File: src/rtl/rv_writeback_pkg.sv
// Shared encodings for the uRV writeback stage: result sources, load funct3 codes, FSM states.
`default_nettype none

package rv_writeback_pkg;

  localparam logic [1:0] RD_SOURCE_ALU     = 2'd0;
  localparam logic [1:0] RD_SOURCE_SHIFTER = 2'd1;
  localparam logic [1:0] RD_SOURCE_MUL     = 2'd2;
  localparam logic [1:0] RD_SOURCE_LOAD    = 2'd3;

  localparam logic [2:0] FUNC_LB  = 3'b000;
  localparam logic [2:0] FUNC_LH  = 3'b001;
  localparam logic [2:0] FUNC_LW  = 3'b010;
  localparam logic [2:0] FUNC_LBU = 3'b100;
  localparam logic [2:0] FUNC_LHU = 3'b101;

  typedef enum logic [0:0] {
    ST_IDLE      = 1'b0,
    ST_WAIT_LOAD = 1'b1
  } wb_state_t;

endpackage

`default_nettype wire

File: src/rtl/rv_writeback_load_align.sv
// Load data aligner: picks the byte/half/word selected by funct3 and address, then sign/zero-extends.
`default_nettype none

module rv_writeback_load_align
  import rv_writeback_pkg::*;
(
  input  logic [31:0] i_data,
  input  logic [2:0]  i_fun,
  input  logic [1:0]  i_addr,
  output logic [31:0] o_value
);

  logic [7:0]  w_byte;
  logic [15:0] w_half;

  always_comb begin
    w_byte = i_data[7:0];
    case (i_addr)
      2'd0:    w_byte = i_data[7:0];
      2'd1:    w_byte = i_data[15:8];
      2'd2:    w_byte = i_data[23:16];
      default: w_byte = i_data[31:24];
    endcase
  end

  // Half selection uses addr[1] only; misaligned addr[0] is ignored.
  assign w_half = i_addr[1] ? i_data[31:16] : i_data[15:0];

  always_comb begin
    o_value = i_data;
    case (i_fun)
      FUNC_LB:  o_value = {{24{w_byte[7]}}, w_byte};
      FUNC_LBU: o_value = {24'd0, w_byte};
      FUNC_LH:  o_value = {{16{w_half[15]}}, w_half};
      FUNC_LHU: o_value = {16'd0, w_half};
      default:  o_value = i_data;
    endcase
  end

endmodule

`default_nettype wire

File: src/rtl/rv_writeback.sv
// uRV W stage: registers the X result, selects rd value, writes the register file and stalls on pending loads.
`default_nettype none

module rv_writeback
  import rv_writeback_pkg::*;
#(
  parameter bit          g_with_hw_mul  = 1'b1,
  parameter int unsigned g_load_timeout = 0
)(
  input  logic        clk_i,
  input  logic        rst_i,
  input  logic        x_valid_i,
  input  logic [4:0]  x_rd_i,
  input  logic        x_rd_write_i,
  input  logic [1:0]  x_rd_source_i,
  input  logic [31:0] x_rd_value_i,
  input  logic [2:0]  x_fun_i,
  input  logic [1:0]  x_dm_addr_i,
  input  logic [31:0] w_shifter_rd_value_i,
  input  logic [31:0] w_mul_rd_value_i,
  input  logic [31:0] dm_data_l_i,
  input  logic        dm_load_done_i,
  output logic        w_stall_req_o,
  output logic        rf_rd_write_o,
  output logic [4:0]  rf_rd_o,
  output logic [31:0] rf_rd_value_o,
  output logic        w_bypass_rd_write_o,
  output logic        w_load_timeout_o
);

  localparam int CNT_W = (g_load_timeout > 1) ? $clog2(g_load_timeout + 1) : 1;

  wb_state_t         r_state;
  logic              r_valid;
  logic [4:0]        r_rd;
  logic              r_rd_write;
  logic [1:0]        r_src;
  logic [31:0]       r_value;
  logic [2:0]        r_fun;
  logic [1:0]        r_addr;
  logic [CNT_W-1:0]  r_cnt;

  logic              w_is_load;
  logic              w_timeout;
  logic              w_stall;
  logic              w_retire;
  logic              w_write;
  logic [CNT_W-1:0]  w_cnt_inc;
  logic [31:0]       w_load_value;
  logic [31:0]       w_rd_value;

  rv_writeback_load_align u_load_align (
    .i_data  (dm_data_l_i),
    .i_fun   (r_fun),
    .i_addr  (r_addr),
    .o_value (w_load_value)
  );

  assign w_is_load = r_valid && (r_src == RD_SOURCE_LOAD);
  assign w_cnt_inc = r_cnt + 1'b1;

  // Done has priority: a timeout only fires when data has not arrived this cycle.
  assign w_timeout = (g_load_timeout != 0) && (r_state == ST_WAIT_LOAD) &&
                     !dm_load_done_i && (w_cnt_inc == CNT_W'(g_load_timeout));

  assign w_stall = ((r_state == ST_IDLE) && w_is_load && !dm_load_done_i) ||
                   ((r_state == ST_WAIT_LOAD) && !dm_load_done_i && !w_timeout);

  assign w_retire = r_valid && !w_stall;
  assign w_write  = w_retire && !w_timeout && r_rd_write && (r_rd != 5'd0);

  always_comb begin
    w_rd_value = r_value;
    case (r_src)
      RD_SOURCE_SHIFTER: w_rd_value = w_shifter_rd_value_i;
      RD_SOURCE_MUL:     w_rd_value = g_with_hw_mul ? w_mul_rd_value_i : r_value;
      RD_SOURCE_LOAD:    w_rd_value = w_load_value;
      default:           w_rd_value = r_value;
    endcase
  end

  // Outputs are forced low while reset is asserted, ahead of the synchronous clear.
  assign w_stall_req_o       = rst_i && w_stall;
  assign rf_rd_write_o       = rst_i && w_write;
  assign w_bypass_rd_write_o = rst_i && w_write;
  assign rf_rd_o             = rst_i ? r_rd : 5'd0;
  assign rf_rd_value_o       = rst_i ? w_rd_value : 32'd0;
  assign w_load_timeout_o    = rst_i && w_timeout;

  always_ff @(posedge clk_i) begin
    if (!rst_i) begin
      r_state    <= ST_IDLE;
      r_valid    <= 1'b0;
      r_rd       <= 5'd0;
      r_rd_write <= 1'b0;
      r_src      <= RD_SOURCE_ALU;
      r_value    <= 32'd0;
      r_fun      <= 3'd0;
      r_addr     <= 2'd0;
      r_cnt      <= '0;
    end else begin
      if (!w_stall) begin
        r_valid    <= x_valid_i;
        r_rd       <= x_rd_i;
        r_rd_write <= x_rd_write_i;
        r_src      <= x_rd_source_i;
        r_value    <= x_rd_value_i;
        r_fun      <= x_fun_i;
        r_addr     <= x_dm_addr_i;
      end

      case (r_state)
        ST_IDLE: begin
          r_cnt <= '0;
          if (w_is_load && !dm_load_done_i) begin
            r_state <= ST_WAIT_LOAD;
          end
        end
        ST_WAIT_LOAD: begin
          if (dm_load_done_i || w_timeout) begin
            r_state <= ST_IDLE;
            r_cnt   <= '0;
          end else begin
            r_cnt <= w_cnt_inc;
          end
        end
        default: begin
          r_state <= ST_IDLE;
          r_cnt   <= '0;
        end
      endcase
    end
  end

endmodule

`default_nettype wire

File: config.mk
export PLATFORM = sky130hd
export DESIGN_NAME = rv_writeback
export DESIGN_NICKNAME = d
export VERILOG_FILES = /design/src/rtl/rv_writeback_pkg.sv /design/src/rtl/rv_writeback_load_align.sv /design/src/rtl/rv_writeback.sv
export SDC_FILE = /design/constraint.sdc
export NUM_CORES = 1
export LEC_CHECK = 0
export BUFFER_PORTS_ARGS = -buffer_cell sky130_fd_sc_hd__clkbuf_2
export CAP_MARGIN = 30
export CORE_UTILIZATION = 42
export DETAILED_ROUTE_END_ITERATION = 16
export HOLD_SLACK_MARGIN = 0.1
export PLACE_DENSITY = 0.79
export SYNTH_ARGS = -nofsm -noshare
export SYNTH_HDL_FRONTEND = slang
export SYNTH_SLANG_ARGS = --single-unit
File: constraint.sdc
create_clock -name clk_i -period 2.65 [get_ports clk_i]
set_input_delay 0.795 -clock clk_i [delete_from_list [all_inputs] [get_ports clk_i]]
set_output_delay 0.795 -clock clk_i [all_outputs]
set_load 0.01 [all_outputs]
==> out/metrics.json, run 1 <==
{
  "final_layout": {
    "number_of_fill_cells": 824,
    "net_total_in_the_final_layout": 871,
    "finish.utilization_pct": 61.6,
    "layout-drive-gt1-share_pct": 40.6,
    "final_design_area_no_fill_sq_um": 5350,
    "syn_to_layout_area_delta_pct": 43.4,
    "num_antenna_cells": 0
  },
  "worst_setup_path": {
    "worst_ep_required_time_ps": 1860,
    "crit_arrival_ps": 2060,
    "critical-path-slowest-cell": "sky130_fd_sc_hd__mux4_2",
    "critical_path.startpoint_type": "input pin",
    "timing.reg2reg.worst_path_depth": 5,
    "end_kind": "output port",
    "path_delay_family": "compound AO/OA/AOI/OAI gates",
    "worstReg2RegEnd": "r_fun[0]",
    "critPathMaxFanout": 8,
    "r2r_setup_slack_ps": 590,
    "timing.critical_path.slowest_cell_delay_ps": 470,
    "reg2reg_from": "r_src[1]",
    "cp_cell_sequence": "buf_6 > mux4_2 > a21o_4 > a2111oi_4 > a211oi_2 > clkbuf_2",
    "path_buf_inv": 2,
    "timing_worst_setup_path_type": "input pin to output port"
  },
  "placed_design": {
    "preCtsSetupSlack_ps": -215,
    "hpwlAfterDp_mm": 10.3,
    "final_gp_congestion": 0.862,
    "placement.io_buffers": 184,
    "placed_area_sq_um": 4920
  },
  "worst_hold_path": {
    "worstHoldPathType": "flip-flop to flip-flop",
    "min_to": "r_value[29]",
    "holdPathStages": 2,
    "min-delay-start": "r_value[29]"
  },
  "yosys": {
    "fraction_of_post_synthesis_cell_area_in_the_top_cell_type_by_area_pct": 25.2,
    "yosysMostFrequentCell": "sky130_fd_sc_hd__nand2_1",
    "synthesis.instances": 537,
    "mappedNetlistNets": 682,
    "netlist_area_sq_um": 3730,
    "synth_edf_count": 0,
    "yosysUniqueCellTypes": 39,
    "async_reset_ff_share_pct": 0,
    "synth_seq_area_share_pct": 25.2,
    "dominantRegCellSynth": "sky130_fd_sc_hd__dfxtp_1",
    "synth_common_cells": "109 x sky130_fd_sc_hd__nand2_1, 67 x sky130_fd_sc_hd__a21oi_1, 47 x sky130_fd_sc_hd__dfxtp_1",
    "synth-seq-cells": 47,
    "ys_top_cells_by_area": "sky130_fd_sc_hd__dfxtp_1 25%, sky130_fd_sc_hd__nand2_1 11%, sky130_fd_sc_hd__a21boi_0 9.3%",
    "postSynthAreaPerCell_sq_um": 6.94,
    "synth_top_cell_by_area": "sky130_fd_sc_hd__dfxtp_1",
    "ys.warnings.count": 0
  },
  "clock_tree": {
    "tritoncts_num_sinks": 47,
    "clockBufferDepth": 2,
    "clock-root-buffer": "sky130_fd_sc_hd__clkbuf_8",
    "numCtsBuffers": 5,
    "worstSkewPairLatency_ps": 300,
    "worst_setup_hold_path_clk_slew_ps": 100,
    "cts_tree": "done",
    "cts_max_level": 2
  },
  "die": {
    "floorplan.die_area_sq_um": 9260,
    "row_count": 34,
    "start_util_pct": 43.0,
    "die_w_um": 96.2,
    "io_pins": 186,
    "core_area_sq_um": 8680,
    "floorplan.die.height_um": 96.2
  },
  "global_routing": {
    "groute.usage.overall_pct": 29.2,
    "maximum_number_of_pins_on_one_net_before_global_route_repair": 47,
    "grt_pass1_wl_mm": 20.9,
    "grt_pass1_vias": 4444,
    "total_overflow_reported_by_the_global_router": 0,
    "antenna_found_initial": 2
  },
  "timing": {
    "finalMaxSlewViolations": 0,
    "clock.fmax_ghz": 0.350,
    "max_slew_margin_pct": 36.6,
    "finalClockSkew_ps": 5.01,
    "post-route-period-util_pct": 108,
    "timing.final.setup_violations": 24,
    "rsz0062_at_grt": "yes",
    "hold_violations": 0,
    "worst_pin_slew_ps": 951,
    "layout_setup_ws_ps": -205,
    "post-route-min-period_ps": 2850
  },
  "route": {
    "vias": 4757,
    "drt_iter0_drc": 315,
    "first_pass_iters": 5,
    "drt_drc_violations_left": 0,
    "wl_per_cell_um": 17.3,
    "finalWirelength_mm": 14.4,
    "vias_per_cell": 5.70,
    "antenna_left": 0
  },
  "run_status": {
    "violations": "negative setup slack",
    "status": "finished with violations"
  },
  "pwr": {
    "power_density_nw_per_um2": 365,
    "max-vdd-ir-drop_uv": 243,
    "leakage_nw": 2.54
  },
  "job": {
    "timing.max_cap.violations": 0
  }
}
placed cells by master, fill, tap and decap left out, drive strengths merged, types with 8 or more instances in the layout:
cell type	count
a21oi	67
and2	8
or3	16
nand2b	9
inv	33
dfxtp	47
buf	70
o21ai	31
o221ai	13
mux2i	11
nor2	9
nor3	12
a21boi	46
clkbuf	169
nand2	109
o22ai	18
worst reg2reg max path: stages (launching register included):
cell and delay [ps]:
sky130_fd_sc_hd__dfxtp_2 360, sky130_fd_sc_hd__buf_8 180, sky130_fd_sc_hd__a31oi_1 270, sky130_fd_sc_hd__or2_2 810, sky130_fd_sc_hd__nand2_1 170, sky130_fd_sc_hd__a21boi_0 190
stage by stage:
stage	total power, mW	instances	hold slack [ps]	setup TNS (ps)
3_5_place_dp	1.41	820	453	-3930
5_1_grt	2.04	835	482	-4490
3_3_place_gp	1.39	820	445	-2980
2_1_floorplan	1.12	537	438	0
4_1_cts	1.89	830	466	-1680
6_report	1.95	835	467	-3570
flip-flops by register name, indices dropped and copies added, names as in the netlist:
signal / flops
r_value: 32
r_addr: 2
r_rd_write: 1
r_rd: 5
r_fun: 3
r_valid: 1
r_state: 1
r_src: 2
final cells by class:
cell class / instances / area, sq um / share of cell area [%]
well taps: 108 / 135 / 2.53
clock inverters: 3 / 23.8 / 0.445
repair buffers: 234 / 1450 / 27.2
inverters: 33 / 128 / 2.39
multi-input cells: 405 / 2590 / 48.4
flip-flops and latches: 47 / 952 / 17.8
clock buffers: 5 / 68.8 / 1.29
what timing repair did:
| action | CTS | global route |
|---|---|---|
| endpoints found under the setup margin | 31 | 31 |
| hold buffers | 0 | 0 |
| cloned | 0 | 2 |
| gates resized for setup | 16 | 70 |
| hold endpoints to repair | 0 | 0 |
| pin swaps | 6 | 7 |
| buffers inserted | 2 | 3 |
worst max path at each step:
stage | start | to | slack [ps] | cells after the start
floorplan | rst_i | rf_rd_value_o[2] | 60 | 4
global placement | dm_data_l_i[15] | rf_rd_value_o[8] | -190 | 6
detailed placement | dm_data_l_i[15] | rf_rd_value_o[8] | -220 | 6
CTS | dm_data_l_i[31] | rf_rd_value_o[8] | -210 | 6
global route | dm_data_l_i[31] | rf_rd_value_o[8] | -250 | 6
finish | dm_data_l_i[31] | rf_rd_value_o[8] | -200 | 6
per-layer routing:
metal / GRT usage, % / vias up / wire (um)
met1: 35.5 / 2216 / 5860
met2: 50.9 / 226 / 7170
met4: 10.2 / 2 / 392
li1: - / 2269 / -
met5: 0 / - / 13
met3: 5.77 / 44 / 1000
report_power, final:
| part | switching [mW] | total (mW) | internal, mW |
|---|---|---|---|
| sequential | 0.0288 | 0.774 | 0.746 |
| combinational | 0.361 | 0.710 | 0.349 |
| clock | 0.279 | 0.468 | 0.190 |
| total | 0.669 | 1.95 | 1.28 |
kinds of logic (layout without fill, tap and decap cells):
logic type | Yosys count | count (layout) | share of synthesized area, %
compound gates | 212 | 212 | 37.9
buf+inv | 85 | 275 | 9.50
flops | 47 | 47 | 25.2
mux | 21 | 21 | 6.88
other cells | 1 | 1 | 0.101
simple gates | 171 | 171 | 20.4
Note: power is estimated with default switching activity, not from simulation.
==> run 2: changes to the inputs <==
SKIP_CTS_REPAIR_TIMING = 1   (was unset)
==> out/metrics.json, run 2 (same netlist as run 1, synthesis figures left out) <==
{
  "timing": {
    "worst_pin_slew": {"value": 918, "unit": "ps", "change": "-33.9 ps"},
    "setup_total_negative_slack": {"value": -3510, "unit": "ps", "change": "+69.1 ps"},
    "finalMaxSlewViolations": {"value": 0, "change": "unchanged"},
    "hold_violations": {"value": 0, "change": "unchanged"},
    "timing.final.setup_violations": {"value": 24, "change": "unchanged"},
    "finalClockSkew": {"value": 9.40, "unit": "ps", "change": "+4.39 ps"},
    "fin_hold_ws": {"value": 461, "unit": "ps", "change": "-5.56 ps"},
    "layout_setup_ws": {"value": -207, "unit": "ps", "change": "-2.06 ps"},
    "post-route-period-util": {"value": 108, "unit": "%", "change": "about the same"},
    "clock.fmax": {"value": 0.350, "unit": "GHz", "change": "about the same"},
    "max_slew_margin": {"value": 38.8, "unit": "%", "change": "+2.3 points"},
    "post-route-min-period": {"value": 2860, "unit": "ps", "change": "+2.06 ps"},
    "rsz0062_at_grt": "yes"
  },
  "placed_design": {
    "placement.io_buffers": {"value": 184, "change": "unchanged"},
    "placed_cell_count": {"value": 820, "change": "unchanged"},
    "hpwlAfterDp": {"value": 10.3, "unit": "mm", "change": "unchanged"},
    "placed_area": {"value": 4920, "unit": "sq um", "change": "unchanged"},
    "preCtsSetupSlack": {"value": -215, "unit": "ps", "change": "unchanged"},
    "final_gp_congestion": {"value": 0.862, "change": "unchanged"}
  },
  "worst_setup_path": {
    "crit_arrival": {"value": 2060, "unit": "ps", "change": "about the same"},
    "critical-path-slowest-cell": "sky130_fd_sc_hd__mux4_2",
    "reg2reg_from": "r_src[1]",
    "critical_path.startpoint_type": "input pin",
    "worst_ep_required_time": {"value": 1860, "unit": "ps", "change": "about the same"},
    "path_buf_inv": {"value": 2, "change": "unchanged"},
    "end_kind": "output port",
    "critPathMaxFanout": {"value": 8, "change": "unchanged"},
    "timing_worst_setup_path_type": "input pin to output port",
    "critPathLaunch": "dm_data_l_i[15]",
    "timing.critical_path.slowest_cell_delay": {"value": 460, "unit": "ps", "change": "about the same"},
    "path_delay_family": "compound AO/OA/AOI/OAI gates",
    "cp_cell_sequence": "buf_6 > mux4_2 > a21o_4 > a2111oi_4 > a211oi_2 > clkbuf_2"
  },
  "route": {
    "wl_per_cell": {"value": 16.8, "unit": "um", "change": "-3.0%"},
    "antenna_left": {"value": 0, "change": "unchanged"},
    "routed-wl-met2": {"value": 7.01, "unit": "mm", "change": "-2.3%"},
    "vias_per_cell": {"value": 5.63, "change": "-1.1%"},
    "first_pass_iters": {"value": 5, "change": "unchanged"},
    "finalWirelength": {"value": 14.0, "unit": "mm", "change": "-3.2%"},
    "detail_route.wirelength.met1": {"value": 5.78, "unit": "mm", "change": "-1.3%"},
    "met3WireLength": {"value": 931, "unit": "um", "change": "-6.9%"},
    "vias": {"value": 4692, "change": "-1.4%"},
    "highest-signal-layer": "met4",
    "drt_iter0_drc": {"value": 339, "change": "+7.6%"},
    "drt_drc_violations_left": {"value": 0, "change": "unchanged"}
  },
  "pwr": {
    "net-switching-power": {"value": 0.638, "unit": "mW", "change": "-4.5%"},
    "power_frac_clock": {"value": 24.1, "unit": "%", "change": "about the same"},
    "seq_power_share": {"value": 40.7, "unit": "%", "change": "+1.0 points"},
    "power.switching_fraction": {"value": 33.6, "unit": "%", "change": "-0.66 points"},
    "leakage": {"value": 2.52, "unit": "nW", "change": "-1.1%"},
    "max-vdd-ir-drop": {"value": 229, "unit": "uV", "change": "-5.9%"},
    "p_int": {"value": 1.26, "unit": "mW", "change": "-1.7%"},
    "design_power": {"value": 1.90, "unit": "mW", "change": "-2.7%"},
    "power_density": {"value": 364, "unit": "nW/um^2", "change": "-0.19%"},
    "share_comb_of_total_power": {"value": 35.1, "unit": "%", "change": "-1.2 points"}
  },
  "clock_tree": {
    "worst_setup_hold_path_clk_slew": {"value": 90, "unit": "ps", "change": "about the same"},
    "worstSkewPairLatency": {"value": 300, "unit": "ps", "change": "about the same"},
    "tritoncts_num_sinks": {"value": 47, "change": "unchanged"},
    "numCtsBuffers": {"value": 5, "change": "unchanged"},
    "clock-root-buffer": "sky130_fd_sc_hd__clkbuf_8",
    "cts_tree": "done",
    "clockBufferDepth": {"value": 2, "change": "unchanged"},
    "cts_max_level": {"value": 2, "change": "unchanged"}
  },
  "final_layout": {
    "number_of_fill_cells": {"value": 839, "change": "+1.8%"},
    "max_ffs_per_register": {"value": 32, "change": "unchanged"},
    "finish.utilization": {"value": 60.1, "unit": "%", "change": "-1.5 points"},
    "layout_commonest_cell": "sky130_fd_sc_hd__clkbuf_2",
    "final-instance-count-excl-fill": {"value": 833, "change": "-0.24%"},
    "layout-drive-gt1-share": {"value": 38.5, "unit": "%", "change": "-2.1 points"},
    "syn_to_layout_area_delta_pct": 39.9,
    "num_antenna_cells": {"value": 0, "change": "unchanged"},
    "mostFrequentLayoutCells": "173 x sky130_fd_sc_hd__clkbuf_2, 106 x sky130_fd_sc_hd__nand2_1, 66 x sky130_fd_sc_hd__a21oi_1",
    "final_design_area_no_fill": {"value": 5220, "unit": "sq um", "change": "-2.5%"},
    "regMostFlops": "r_value",
    "top_regs": "r_value (32), r_rd (5), r_fun (3)",
    "net_total_in_the_final_layout": {"value": 869, "change": "-0.23%"}
  },
  "die": {
    "floorplan.die_area": {"value": 9260, "unit": "sq um", "change": "unchanged"},
    "die_w": {"value": 96.2, "unit": "um", "change": "unchanged"},
    "start_util": {"value": 43.0, "unit": "%", "change": "unchanged"},
    "io_pins": {"value": 186, "change": "unchanged"},
    "floorplan.die.height": {"value": 96.2, "unit": "um", "change": "unchanged"},
    "core_area": {"value": 8680, "unit": "sq um", "change": "unchanged"},
    "row_count": {"value": 34, "change": "unchanged"}
  },
  "global_routing": {
    "grt_pass1_vias": {"value": 4428, "change": "-0.36%"},
    "groute.usage.overall": {"value": 29.0, "unit": "%", "change": "-0.27 points"},
    "antenna_found_initial": {"value": 2, "change": "unchanged"},
    "grt_pass1_wl": {"value": 20.8, "unit": "mm", "change": "-0.56%"},
    "maximum_number_of_pins_on_one_net_before_global_route_repair": {"value": 47, "change": "unchanged"},
    "total_overflow_reported_by_the_global_router": {"value": 0, "change": "unchanged"}
  },
  "job": {
    "timing.max_cap.violations": {"value": 0, "change": "unchanged"}
  },
  "run_status": {
    "status": "finished with violations",
    "violations": "negative setup slack"
  },
  "worst_hold_path": {
    "worstHoldPathType": "flip-flop to flip-flop",
    "min-delay-start": "r_value[29]"
  }
}
## run 2: cell count changes in the layout (fill, tap and decap cells not counted), moves of 3 or more
| cell | change |
|---|---|
| sky130_fd_sc_hd__buf_6 | -5 |
| sky130_fd_sc_hd__o21ai_0 | +7 |
| sky130_fd_sc_hd__o22ai_1 | +9 |
| sky130_fd_sc_hd__o22ai_2 | -9 |
| sky130_fd_sc_hd__clkbuf_2 | +10 |
| sky130_fd_sc_hd__buf_2 | -9 |
| sky130_fd_sc_hd__o21ai_1 | -6 |
| sky130_fd_sc_hd__buf_4 | +3 |
## run 2: area by class of cell
class | count | area (sq um) | area share, %
Timing Repair Buffer | 232 | 1410 | 27.1
Clock buffer | 5 | 68.8 | 1.32
Sequential cell | 47 | 951 | 18.2
Inverter | 33 | 128 | 2.45
Multi-Input combinational cell | 405 | 2490 | 47.8
Tap cell | 108 | 135 | 2.59
Clock inverter | 3 | 23.8 | 0.456
## run 2: final timing paths
check | endpoint | slack [ps] | depth (start not counted)
min | r_value[29] | 460 | 2
min reg2reg | r_value[29] | 460 | 2
max | rf_rd_value_o[8] | -210 | 6
max reg2reg | r_value[25] | 600 | 5
## run 2: worst min-delay path, cell delays in order, from the launching register on
cell and delay [ps]:
sky130_fd_sc_hd__dfxtp_1 320, sky130_fd_sc_hd__nand2_1 50, sky130_fd_sc_hd__a21boi_0 60
## run 2: power groups by stage
stage	clock network (mW)	logic, mW	registers (mW)
2_1_floorplan	0	0.337	0.778
3_3_place_gp	0	0.609	0.785
5_1_grt	0.492	0.727	0.779
6_report	0.459	0.667	0.774
4_1_cts	0.478	0.626	0.772
3_5_place_dp	0	0.622	0.788
## run 2: routing by layer
layer | global-route usage (%) | vias up
met5 | 0 | -
met4 | 10.4 | 0
met3 | 5.53 | 23
met2 | 50.3 | 202
met1 | 35.3 | 2195
li1 | - | 2272
==> run 3: changes to the inputs <==
ABC_AREA = 1   (was unset)
CTS_BUF_LIST = sky130_fd_sc_hd__clkbuf_8   (was unset)
PLACE_DENSITY = 0.81   (was 0.79)
==> out/metrics.json, run 3 <==
{
  "global_routing": {
    "grt_pass1_wl": {"value": 19.1, "unit": "mm", "change": "-8.2%"},
    "grt_pass1_vias": {"value": 4234, "change": "-4.4%"},
    "maximum_number_of_pins_on_one_net_before_global_route_repair": {"value": 55, "change": "+17%"},
    "groute.usage.overall": {"value": 28.1, "unit": "%", "change": "-0.86 points"},
    "total_overflow_reported_by_the_global_router": {"value": 0, "change": "unchanged"},
    "antenna_found_initial": {"value": 0, "change": "-2"}
  },
  "final_layout": {
    "net_total_in_the_final_layout": {"value": 907, "change": "+4.4%"},
    "number_of_fill_cells": {"value": 772, "change": "-8.0%"},
    "regMostFlops": "r_value",
    "mostFrequentLayoutCells": "173 x sky130_fd_sc_hd__clkbuf_2, 167 x sky130_fd_sc_hd__nor2_1, 93 x sky130_fd_sc_hd__o21ai_0",
    "multi_input_comb_area": {"value": 2200, "unit": "sq um", "change": "-12%"},
    "syn_to_layout_area_delta_pct": 39.3,
    "layout-drive-gt1-share": {"value": 35.0, "unit": "%", "change": "-3.5 points"},
    "num_antenna_cells": {"value": 0, "change": "unchanged"},
    "top_regs": "r_value (32), r_rd (5), r_fun (3)",
    "sequential_cell_area": {"value": 947, "unit": "sq um", "change": "-0.39%"},
    "max_ffs_per_register": {"value": 32, "change": "unchanged"},
    "layout_commonest_cell": "sky130_fd_sc_hd__clkbuf_2",
    "final_design_area_no_fill": {"value": 4710, "unit": "sq um", "change": "-9.7%"}
  },
  "timing": {
    "finalClockSkew": {"value": 16.7, "unit": "ps", "change": "+7.29 ps"},
    "post-route-min-period": {"value": 2600, "unit": "ps", "change": "-262 ps"},
    "fin_hold_ws": {"value": 489, "unit": "ps", "change": "+27.6 ps"},
    "finalMaxSlewViolations": {"value": 0, "change": "unchanged"},
    "layout_setup_ws": {"value": 54.9, "unit": "ps", "change": "+262 ps"},
    "rsz0062_at_grt": "yes",
    "setup_total_negative_slack": {"value": 0, "unit": "ps", "change": "+3510 ps"},
    "post-route-period-util": {"value": 97.9, "unit": "%", "change": "-9.9 points"},
    "max_slew_margin": {"value": 43.1, "unit": "%", "change": "+4.3 points"},
    "clock.fmax": {"value": 0.385, "unit": "GHz", "change": "+10%"},
    "worst_pin_slew": {"value": 852, "unit": "ps", "change": "-65.7 ps"},
    "timing.final.setup_violations": {"value": 0, "change": "-100%"},
    "hold_violations": {"value": 0, "change": "unchanged"}
  },
  "yosys": {
    "ys.warnings.count": {"value": 0, "change": "unchanged"},
    "yosysUniqueCellTypes": {"value": 27, "change": "-31%"},
    "synth_seq_area_share": {"value": 27.8, "unit": "%", "change": "+2.6 points"},
    "synthesis.instances": {"value": 592, "change": "+10%"},
    "mappedNetlistNets": {"value": 737, "change": "+8.1%"},
    "synth_top_cell_by_area": "sky130_fd_sc_hd__dfxtp_1",
    "ys_top_cells_by_area": "sky130_fd_sc_hd__dfxtp_1 28%, sky130_fd_sc_hd__nor2_1 19%, sky130_fd_sc_hd__o21ai_0 14%",
    "dominantRegCellSynth": "sky130_fd_sc_hd__dfxtp_1",
    "synth-seq-cells": {"value": 47, "change": "unchanged"},
    "synth_edf_count": {"value": 0, "change": "unchanged"},
    "synth_common_cells": "168 x sky130_fd_sc_hd__nor2_1, 95 x sky130_fd_sc_hd__nand2_1, 94 x sky130_fd_sc_hd__o21ai_0",
    "postSynthAreaPerCell": {"value": 5.71, "unit": "sq um", "change": "-18%"},
    "async_reset_ff_share": {"value": 0, "unit": "%", "change": "unchanged"},
    "fraction_of_post_synthesis_cell_area_in_the_top_cell_type_by_area": {"value": 27.8, "unit": "%", "change": "+2.6 points"},
    "netlist_area": {"value": 3380, "unit": "sq um", "change": "-9.4%"},
    "yosysMostFrequentCell": "sky130_fd_sc_hd__nor2_1"
  },
  "worst_setup_path": {
    "end_kind": "output port",
    "timing_worst_setup_path_type": "flip-flop to output port",
    "critPathMaxFanout": {"value": 13, "change": "+5"},
    "path_delay_family": "buffers and inverters",
    "critical_path_depth": {"value": 8, "change": "+2"},
    "crit_arrival": {"value": 1800, "unit": "ps", "change": "-260 ps"},
    "r2r_setup_slack": {"value": 580, "unit": "ps", "change": "-20 ps"},
    "worst_ep_required_time": {"value": 1860, "unit": "ps", "change": "about the same"},
    "worstReg2RegEnd": "r_fun[2]",
    "critical_path.startpoint_type": "flip-flop",
    "critPathLaunch": "r_fun[1]",
    "timing.reg2reg.worst_path_depth": {"value": 7, "change": "+2"},
    "cp_cell_sequence": "buf_4 > nor3_2 > a21oi_4 > nand2_8 > clkbuf_16 > nand2_2 > a21oi_2 > clkbuf_2",
    "path_buf_inv": {"value": 3, "change": "+1"},
    "timing.critical_path.slowest_cell_delay": {"value": 360, "unit": "ps", "change": "-100 ps"},
    "critical-path-slowest-cell": "sky130_fd_sc_hd__dfxtp_2",
    "worst_setup_path_endpoint": "rf_rd_value_o[25]",
    "reg2reg_from": "r_src[1]"
  },
  "pwr": {
    "max-vdd-ir-drop": {"value": 268, "unit": "uV", "change": "+17%"},
    "leakage": {"value": 2.43, "unit": "nW", "change": "-3.3%"},
    "design_power": {"value": 1.93, "unit": "mW", "change": "+1.8%"},
    "power_density": {"value": 411, "unit": "nW/um^2", "change": "+13%"}
  },
  "worst_hold_path": {
    "worstHoldPathType": "flip-flop to flip-flop"
  },
  "route": {
    "first_pass_iters": {"value": 5, "change": "unchanged"},
    "finalWirelength": {"value": 12.2, "unit": "mm", "change": "-13%"},
    "drt_drc_violations_left": {"value": 0, "change": "unchanged"},
    "wl_per_cell": {"value": 14.1, "unit": "um", "change": "-16%"},
    "antenna_left": {"value": 0, "change": "unchanged"},
    "drt_iter0_drc": {"value": 297, "change": "-12%"},
    "vias_per_cell": {"value": 5.28, "change": "-6.3%"},
    "vias": {"value": 4563, "change": "-2.7%"}
  },
  "clock_tree": {
    "worstSkewPairLatency": {"value": 310, "unit": "ps", "change": "about the same"},
    "cts_max_level": {"value": 2, "change": "unchanged"},
    "clock-root-buffer": "sky130_fd_sc_hd__clkbuf_8",
    "numCtsBuffers": {"value": 5, "change": "unchanged"},
    "clockBufferDepth": {"value": 2, "change": "unchanged"},
    "tritoncts_num_sinks": {"value": 47, "change": "unchanged"},
    "worst_setup_hold_path_clk_slew": {"value": 80, "unit": "ps", "change": "about the same"},
    "cts_tree": "done"
  },
  "die": {
    "floorplan.die.height": {"value": 91.7, "unit": "um", "change": "-4.7%"},
    "floorplan.die_area": {"value": 8410, "unit": "sq um", "change": "-9.2%"},
    "row_count": {"value": 32, "change": "-5.9%"},
    "start_util": {"value": 43.5, "unit": "%", "change": "+0.54 points"},
    "core_area": {"value": 7770, "unit": "sq um", "change": "-10%"},
    "die_w": {"value": 91.7, "unit": "um", "change": "-4.7%"},
    "io_pins": {"value": 186, "change": "unchanged"}
  },
  "run_status": {
    "status": "completed"
  },
  "placed_design": {
    "preCtsSetupSlack": {"value": -6.97, "unit": "ps", "change": "+208 ps"},
    "placed_area": {"value": 4400, "unit": "sq um", "change": "-11%"},
    "final_gp_congestion": {"value": 0.879, "change": "+1.9%"},
    "placement.io_buffers": {"value": 184, "change": "unchanged"},
    "hpwlAfterDp": {"value": 9.11, "unit": "mm", "change": "-12%"}
  },
  "job": {
    "timing.max_cap.violations": {"value": 0, "change": "unchanged"}
  }
}
[run 3: cell families after synthesis]
group / after synthesis / synth area share, %
flip-flops: 47 / 27.8
other: 1 / 0.111
buffers and inverters: 74 / 9.59
AO/OA/AOI/OAI: 178 / 27.8
AND/OR/NAND/NOR: 292 / 34.7
[run 3: worst min-delay path by stage]
stage,cells past startpoint,slack [ps],to,startpoint
floorplan,2,440,r_valid,r_valid
global placement,2,460,r_valid,r_valid
detailed placement,2,470,r_valid,r_valid
CTS,2,490,r_valid,r_valid
global route,2,520,r_valid,r_valid
finish,2,490,r_valid,r_valid
[run 3: power by group]
part	internal [mW]	switching [mW]	leakage [nW]
Sequential	0.747	0.0258	0.393
Combinational	0.264	0.337	1.98
Clock	0.311	0.251	0.0618
[run 3: stage by stage]
step / utilization (%) / instances
floorplan: - / 592
global placement: 56.7 / 852
detailed placement: 56.7 / 852
CTS: 58.3 / 860
global route: 60.6 / 865
finish: 60.6 / 865
[run 3: worst register-to-register path, stage by stage (launching register included)]
cell	delay, ps
sky130_fd_sc_hd__dfxtp_2	400
sky130_fd_sc_hd__nand2_1	100
sky130_fd_sc_hd__o21ai_1	130
sky130_fd_sc_hd__nand2_1	130
sky130_fd_sc_hd__buf_4	240
sky130_fd_sc_hd__inv_2	650
sky130_fd_sc_hd__o21ai_0	200
sky130_fd_sc_hd__a21oi_1	170
[run 3: layout make-up]
cell class	count	share of cell area (%)
clock buffer	6	1.75
sequential	47	20.1
tap	102	2.71
timing repair buffer	207	25.2
multi-input combinational	471	46.8
clock inverter	2	0.824
inverter	30	2.61
[run 3: per-layer routing]
metal | up-vias | track usage (%) | share of wire (%)
li1 | 2253 | - | -
met1 | 2052 | 35.1 | 41
met2 | 221 | 47.4 | 48
met3 | 37 | 5.06 | 7.4
met4 | 0 | 11.8 | 3.8
met5 | - | 0 | 0
